--- config.mk ---
export PLATFORM = sky130hd
export DESIGN_NAME = gb_fb_bank_scheduler
export DESIGN_NICKNAME = d
export VERILOG_FILES = /design/src/rtl/gb_fb_bank_scheduler.sv
export SDC_FILE = /design/constraint.sdc
export NUM_CORES = 1
export LEC_CHECK = 0
export ABC_AREA = 1
export CORE_AREA = 2 2 52 103
export DETAILED_ROUTE_END_ITERATION = 8
export DIE_AREA = 0 0 54 105
export PLACE_DENSITY = 0.82
export SYNTH_ARGS = -nofsm -noshare
export SYNTH_HDL_FRONTEND = slang
export SYNTH_SLANG_ARGS = --single-unit
--- constraint.sdc ---
create_clock -name clk -period 1.78 [get_ports clk]
set_clock_uncertainty 0.05 [all_clocks]
set_input_delay 0.356 -clock clk [delete_from_list [all_inputs] [get_ports clk]]
set_output_delay 0.356 -clock clk [all_outputs]
set_load 0.01 [all_outputs]
--- src/rtl/gb_fb_bank_scheduler.sv ---
// Triple-buffer bank scheduler: steers Game Boy pixels into a writer bank, commits
// finished frames and hands the newest complete frame to the reader at its frame start.
module gb_fb_bank_scheduler #(
    parameter int GB_WIDTH  = 160,
    parameter int GB_HEIGHT = 144,
    parameter int OFS_BITS  = 15
) (
    input  logic                  clk,
    input  logic                  reset,
    input  logic                  gameboy_vs,
    input  logic                  gameboy_valid,
    input  logic [1:0]            gameboy_pixel,
    input  logic                  rd_frame_start,
    output logic                  wr_en,
    output logic [OFS_BITS+1:0]   wr_addr,
    output logic [1:0]            wr_data,
    output logic [1:0]            rd_bank,
    output logic                  synced,
    output logic                  short_frame,
    output logic                  overflow,
    output logic [7:0]            frames_dropped
);

    localparam int FRAME_PIXELS = GB_WIDTH * GB_HEIGHT;
    localparam logic [OFS_BITS-1:0] LAST_OFS = OFS_BITS'(FRAME_PIXELS - 1);

    typedef enum logic [1:0] {ALIGN, CAPTURE, FULL} state_t;

    state_t              state, state_next;
    logic [1:0]          w_bank, r_bank, s_bank;
    logic [1:0]          w_next, r_next, s_next;
    logic                fresh, fresh_next;
    logic [OFS_BITS-1:0] offset, offset_next, wr_ofs;
    logic                vs_q, vs_rise, commit;
    logic                wr_next, ovf_next, short_next, drop_inc;

    always_comb begin
        vs_rise     = gameboy_vs & ~vs_q;
        state_next  = state;
        offset_next = offset;
        wr_ofs      = offset;
        wr_next     = 1'b0;
        ovf_next    = 1'b0;
        short_next  = 1'b0;
        commit      = 1'b0;

        case (state)
            ALIGN:   if (vs_rise) state_next = CAPTURE;
            CAPTURE: if (vs_rise) short_next = 1'b1;
            FULL: begin
                if (vs_rise) begin
                    commit     = 1'b1;
                    state_next = CAPTURE;
                end else if (gameboy_valid) begin
                    ovf_next = 1'b1;
                end
            end
            default: state_next = ALIGN;
        endcase

        // A pixel on the vsync edge is the first pixel of the new frame.
        if (vs_rise) begin
            wr_ofs      = '0;
            offset_next = '0;
            if (gameboy_valid) begin
                wr_next     = 1'b1;
                offset_next = OFS_BITS'(1);
            end
        end else if (state == CAPTURE && gameboy_valid) begin
            wr_next = 1'b1;
            if (offset == LAST_OFS) state_next = FULL;
            else                    offset_next = offset + 1'b1;
        end
    end

    // Commit is applied before the reader switch when both land in one cycle.
    always_comb begin
        w_next     = w_bank;
        r_next     = r_bank;
        s_next     = s_bank;
        fresh_next = fresh;
        drop_inc   = 1'b0;
        if (commit) begin
            w_next     = s_bank;
            s_next     = w_bank;
            fresh_next = 1'b1;
            drop_inc   = fresh;
        end
        if (rd_frame_start && fresh_next) begin
            r_next     = s_next;
            s_next     = r_bank;
            fresh_next = 1'b0;
        end
    end

    always_ff @(posedge clk) begin
        if (reset) begin
            state          <= ALIGN;
            w_bank         <= 2'd0;
            r_bank         <= 2'd1;
            s_bank         <= 2'd2;
            fresh          <= 1'b0;
            offset         <= '0;
            vs_q           <= 1'b0;
            synced         <= 1'b0;
            wr_en          <= 1'b0;
            wr_addr        <= '0;
            wr_data        <= 2'd0;
            rd_bank        <= 2'd1;
            short_frame    <= 1'b0;
            overflow       <= 1'b0;
            frames_dropped <= 8'd0;
        end else begin
            state       <= state_next;
            w_bank      <= w_next;
            r_bank      <= r_next;
            s_bank      <= s_next;
            fresh       <= fresh_next;
            offset      <= offset_next;
            vs_q        <= gameboy_vs;
            wr_en       <= wr_next;
            rd_bank     <= r_next;
            short_frame <= short_next;
            overflow    <= ovf_next;
            if (vs_rise) synced <= 1'b1;
            if (wr_next) begin
                wr_addr <= {w_next, wr_ofs};
                wr_data <= gameboy_pixel;
            end
            if (drop_inc && frames_dropped != 8'hFF)
                frames_dropped <= frames_dropped + 8'd1;
        end
    end

endmodule

# After elaboration in Yosys (flattened, before gate mapping)

Cells that the tools add are included.

Logic and storage cells: 55
Flip-flop bits (word level): 56

Add/sub/neg operators: 2
Equal/unequal tests: 5
Bitwise gates (word level): 4
Muxes and demuxes: 20
Reduce and logical (&&, ||, !) cells: 10

Operators with widths:

| cell                    | number |
|---|---|
| $mux W15                | 4 |
| $add A15 B1 Y15 const B | 1 |
| $eq A15 B15 Y1 const B  | 1 |
| $mux W2                 | 7 |
| $add A8 B1 Y8 const B   | 1 |
| $mux W1                 | 8 |
| $ne A8 B8 Y1 const B    | 1 |
| $reduce_or A2 Y1        | 3 |
| $pmux W2 S2             | 1 |
| $logic_and A1 B1 Y1     | 3 |
| $not A1 Y1              | 3 |
| $reduce_or A3 Y1        | 1 |
| $eq A2 B1 Y1 const B    | 1 |
| $eq A2 B2 Y1 const B    | 1 |
| $logic_not A2 Y1        | 1 |
| $ne A2 B2 Y1 const B    | 1 |
| $reduce_and A2 Y1       | 1 |
| $reduce_bool A2 Y1      | 1 |
| $and A1 B1 Y1           | 1 |

# Logic depth before layout (Yosys ltp)

Gate-level depths: netlist of run 1.

Word-level depth: 7
Mapped depth: 10
Gate-level depth less buffers: 10

# Worst setup path after synthesis of run 1

No wires, ideal clock.

Path kind: register -> register
Start point: reg frames_dropped[0]
End point: reg frames_dropped[0]
Required time: 1.604 ns
Period minus slack after synthesis: 1.508 ns
Setup time: 0.126 ns
Path buffers: 0
Arrival: 1.331 ns
Stages on the path, launching flop included: 9
Path slack: 0.272 ns
Cells stage by stage: dfxtp_1 ha_1 nand2_1 nor2_1 nand2_1 o21ai_4 inv_2 o21ai_1 a21oi_1

Longest elaborated chain between the ends: 2
Elaborated cells between the ends (all ways): 3

RTL lines:

| what                                                                  | RTL line | source |
|---|---|---|
| from (decl)                                                           | 21       | `output logic [7:0] frames_dropped` |
| from (signal assigned)                                                | 131      | `frames_dropped <= frames_dropped + 8'd1;` |
| parallel branches: the longest is 2 deep, another holds $add A8 B1 Y8 | -        |  |

Several ways; the timed one is not identified.
A chain may end at the register's enable or synchronous reset.

# Final worst setup path of run 1

Start point: reg frames_dropped[3]
End point: out frames_dropped[3]

No word-level cell between the ends.

==> flow_metrics.env, run 1 <==
export IMPL_synth_xor_area_frac=0.0242
export IMPL_antenna_found_initial=0
export IMPL_clock_latency_ps=310
export IMPL_clock_fmax_mhz=586
export IMPL_hold_depth=2
export IMPL_grt_pass1_vias=2321
export IMPL_worstPathArrival_ps=1300
export IMPL_grt_pass1_wl_um=9920
export IMPL_clock_sinks=56
export IMPL_fin_nets=416
export IMPL_io_pins=40
export IMPL_synthCells=354
export IMPL_post_route_period_util=0.958
export IMPL_gr_usage_all_layers=0.233
export IMPL_fin_crit_ps=1710
export IMPL_synth_top_area_cell="dfxtp_1"
export IMPL_start_util=0.520
export IMPL_fin_area_mm2=0.00318
export IMPL_dp_cells=457
export IMPL_irDropWorstVdd_v=0.000657
export IMPL_netlist_area_mm2=0.00253
export IMPL_drc=0
export IMPL_cp_slowest_cell="clkdlybuf4s50_1"
export IMPL_cts_setup_buffers=0
export IMPL_cpPeakStageDelay_ps=570
export IMPL_power_frac_clock=0.360
export IMPL_numCtsBuffers=5
export IMPL_synth_top_area_share=0.443
export IMPL_synthAdderAreaFrac=0.00990
export IMPL_crit_type="flop to output pin"
export IMPL_clk_pin_slew_ps=90
export IMPL_critPathLaunch="frames_dropped[3]"
export IMPL_outcome="complete, no violations"
export IMPL_synthArstFlopShare=0
export IMPL_placed_area_mm2=0.00306
export IMPL_hold_viol=0
export IMPL_yosysSeqAreaShare=0.443
export IMPL_setup_tns_ps=0
export IMPL_vias=2447
export IMPL_stdcell_count=465
export IMPL_post_place_ws_ps=-107
export IMPL_synth_top_family_by_area="simple AND/OR/NAND/NOR gates"
export IMPL_wl_um=5920
export IMPL_syn_nets=363
export IMPL_p_int_mw=1.76
export IMPL_p_total_mw=2.28
export IMPL_drive_gt1_frac=0.113
export IMPL_crit_path_end="frames_dropped[3]"
export IMPL_dieArea_mm2=0.00567
export IMPL_die_h_um=105
export IMPL_ys_flop_type="dfxtp_1"
export IMPL_p_seq_frac=0.561
export IMPL_cts_root_buffer_cell="clkbuf_8"
export IMPL_viasPerCell=5.26
export IMPL_ys_top_cells_by_area="dfxtp_1, nand2_1, a21oi_1, nor2_1, inv_1"
export IMPL_crit_chain="clkdlybuf4s50_1"
export IMPL_critPathLaunchType="flop"
export IMPL_core_mm2=0.00486
export IMPL_worst_pin_slew_ps=340
export IMPL_dpl_hpwl_um=4440
export IMPL_gp_congestion=0.944
export IMPL_firstDrtPassIters=4
export IMPL_synthMuxAreaShare=0
export IMPL_drtIter0Drc=47
export IMPL_holdWs_ps=417
export IMPL_finish_utilization=0.653
export IMPL_r2r_setup_slack_ps=120
export IMPL_power_density_mw_per_mm2=717
export IMPL_p_sw_uw=519
export IMPL_clockBufferDepth=2
export IMPL_chipWidth_um=54
export IMPL_cts_tree="yes"
export IMPL_synth_simple_area_share=0.339
export IMPL_swShare=0.228
export IMPL_wl_per_cell_um=12.7
export IMPL_row_count=36
export IMPL_crit_buf_inv=1
export IMPL_synth_edff_count=0
export IMPL_r2r_start="frames_dropped[1]"
export IMPL_fin_ws_ps=74.1
export IMPL_path_delay_family="buffers and inverters"
export IMPL_io_buffer_count=39
export IMPL_maxSlewViolCount=0
export IMPL_synth_compound_area_frac=0.113
export IMPL_syn2layout_area_growth_pct=25.6
export IMPL_hold_class="flop to flop"
export IMPL_setup_violations=0
export IMPL_yosysWarnings=0
export IMPL_postRouteAntennaNets=0
export IMPL_reg2reg_to="frames_dropped[0]"
export IMPL_cp_num_cells=1
export IMPL_htreeDepth=2
export IMPL_power_leakage_nw=1.28
export IMPL_grt_overflow_total=0
export IMPL_postSynthAreaPerCell_um2=7.14
export IMPL_drv_cap=0
export IMPL_slew_limit_headroom=0.773
export IMPL_pwr_share_comb=0.079
export IMPL_synth_seq_cells=56
export IMPL_hold_buffers=0
export IMPL_cp_required_ps=1370
export IMPL_end_kind="output pin"
export IMPL_antenna_cells=0
export IMPL_path_max_fanout=5
export IMPL_grt_max_degree=33
export IMPL_reg2reg_depth=8
export IMPL_synthDistinctLibCells=29
==> worst min path at each step <==
stage                         startpoint     endpoint  slack (ps)
after floorplan           rd_frame_start        fresh         380
after global placement        wr_addr[6]   wr_addr[6]         400
after detailed placement      wr_addr[9]   wr_addr[9]         410
after CTS                    wr_addr[10]  wr_addr[10]         420
after global routing         wr_addr[11]  wr_addr[11]         440
final                        wr_addr[10]  wr_addr[10]         420
==> cells in the mapped netlist, types with 2 or more instances <==
master	instances
nor2_2	2
nand2_4	4
nand3_1	17
buf_2	2
nor3_1	5
nand4_1	3
nor2_1	41
inv_1	28
inv_2	5
nand2_2	5
xor2_1	4
dfxtp_1	56
a21oi_1	37
clkbuf_1	5
ha_1	2
o21ai_0	16
xnor2_1	3
nand2_1	107
nor2_4	2
==> placed cells by master (no fill, tap or decap) <==
cell / n
a21oi_1: 37
buf_4: 15
bufinv_16: 1
clkbuf_1: 1
clkbuf_8: 5
clkdlybuf4s50_1: 37
clkinv_1: 1
clkinv_2: 1
dfxtp_1: 55
dfxtp_2: 1
dlymetal6s2s_1: 2
ha_1: 2
inv_1: 28
inv_2: 5
inv_6: 1
nand2_1: 107
nand2_2: 5
nand2_4: 4
nand3_1: 17
nand3_2: 1
nand3_4: 1
nand3b_1: 1
nand4_1: 3
nor2_1: 41
nor2_2: 2
nor2_4: 2
nor2_8: 1
nor3_1: 5
nor3b_1: 1
o21ai_0: 16
o21ai_1: 1
o21ai_4: 1
xnor2_1: 3
xor2_1: 4
==> area by class of cell <==
class / count / area, um2
Inverter: 35 / 136
Tap cell: 57 / 71.3
Clock buffer: 6 / 72.6
Clock inverter: 2 / 35.0
Timing Repair Buffer: 54 / 508
Sequential cell: 56 / 1120
Multi-Input combinational cell: 255 / 1230
Fill cell: 424 / 1690
==> per-layer routing <==
metal	vias up	wire length (um)	global-route usage
met2	72	3380	0.433
li1	1225	-	-
met3	11	234	0.0443
met1	1139	2140	0.223
met4	0	170	0.118
met5	-	0	0
==> sequential cells by signal, summed over array words and instances (netlist names), 2 cells and up <==
signal          count
r_bank              2
wr_data             2
wr_addr            17
s_bank              2
frames_dropped      8
offset             15
state               2
w_bank              2
==> cell families after synthesis <==
logic type | count (synthesis)
buf+inv | 43
flops | 56
simple gates | 191
xor+xnor | 7
fa+ha+maj | 2
compound gates | 55
==> worst reg2reg max path, cell delays in order (launching register included) <==
cell     delay, ps
dfxtp_1        390
ha_1           240
nand2_1         70
nor2_1          80
nand2_1        120
o21ai_4        280
inv_2          140
o21ai_1        150
a21oi_1         50
==> power groups by stage <==
stage | Combinational, mW | Clock [mW] | Sequential (mW)
after floorplan | 0.0925 | 0 | 1.31
after global placement | 0.176 | 0 | 1.31
after detailed placement | 0.179 | 0 | 1.31
after CTS | 0.180 | 0.842 | 1.28
after global routing | 0.199 | 0.888 | 1.28
final | 0.179 | 0.820 | 1.28
==> what timing repair did <==
| item | CTS | global route |
|---|---|---|
| endpoints found under the hold margin | 0 | 0 |
| gates resized for setup | 0 | 3 |
| endpoints found under the setup margin | 0 | 4 |
No activity file was read; power rests on OpenSTA's default activity.
==> run 2: changes to the inputs <==
--- a/config.mk
+++ b/config.mk
@@ -10,6 +10,7 @@
 export DETAILED_ROUTE_END_ITERATION = 8
 export DIE_AREA = 0 0 54 105
 export PLACE_DENSITY = 0.82
+export SLEW_MARGIN = 0
 export SYNTH_ARGS = -nofsm -noshare
 export SYNTH_HDL_FRONTEND = slang
 export SYNTH_SLANG_ARGS = --single-unit
==> results of run 2 <==
Same layout as run 1: the final DEF is identical, and so are final timing and power.
==> run 3: changes to the inputs <==
--- a/config.mk
+++ b/config.mk
@@ -6,6 +6,7 @@
 export NUM_CORES = 1
 export LEC_CHECK = 0
 export ABC_AREA = 1
+export CAP_MARGIN = 20
 export CORE_AREA = 2 2 52 103
 export DETAILED_ROUTE_END_ITERATION = 8
 export DIE_AREA = 0 0 54 105
==> results of run 3 <==
Same layout as run 1: the final DEF is identical, and so are final timing and power.
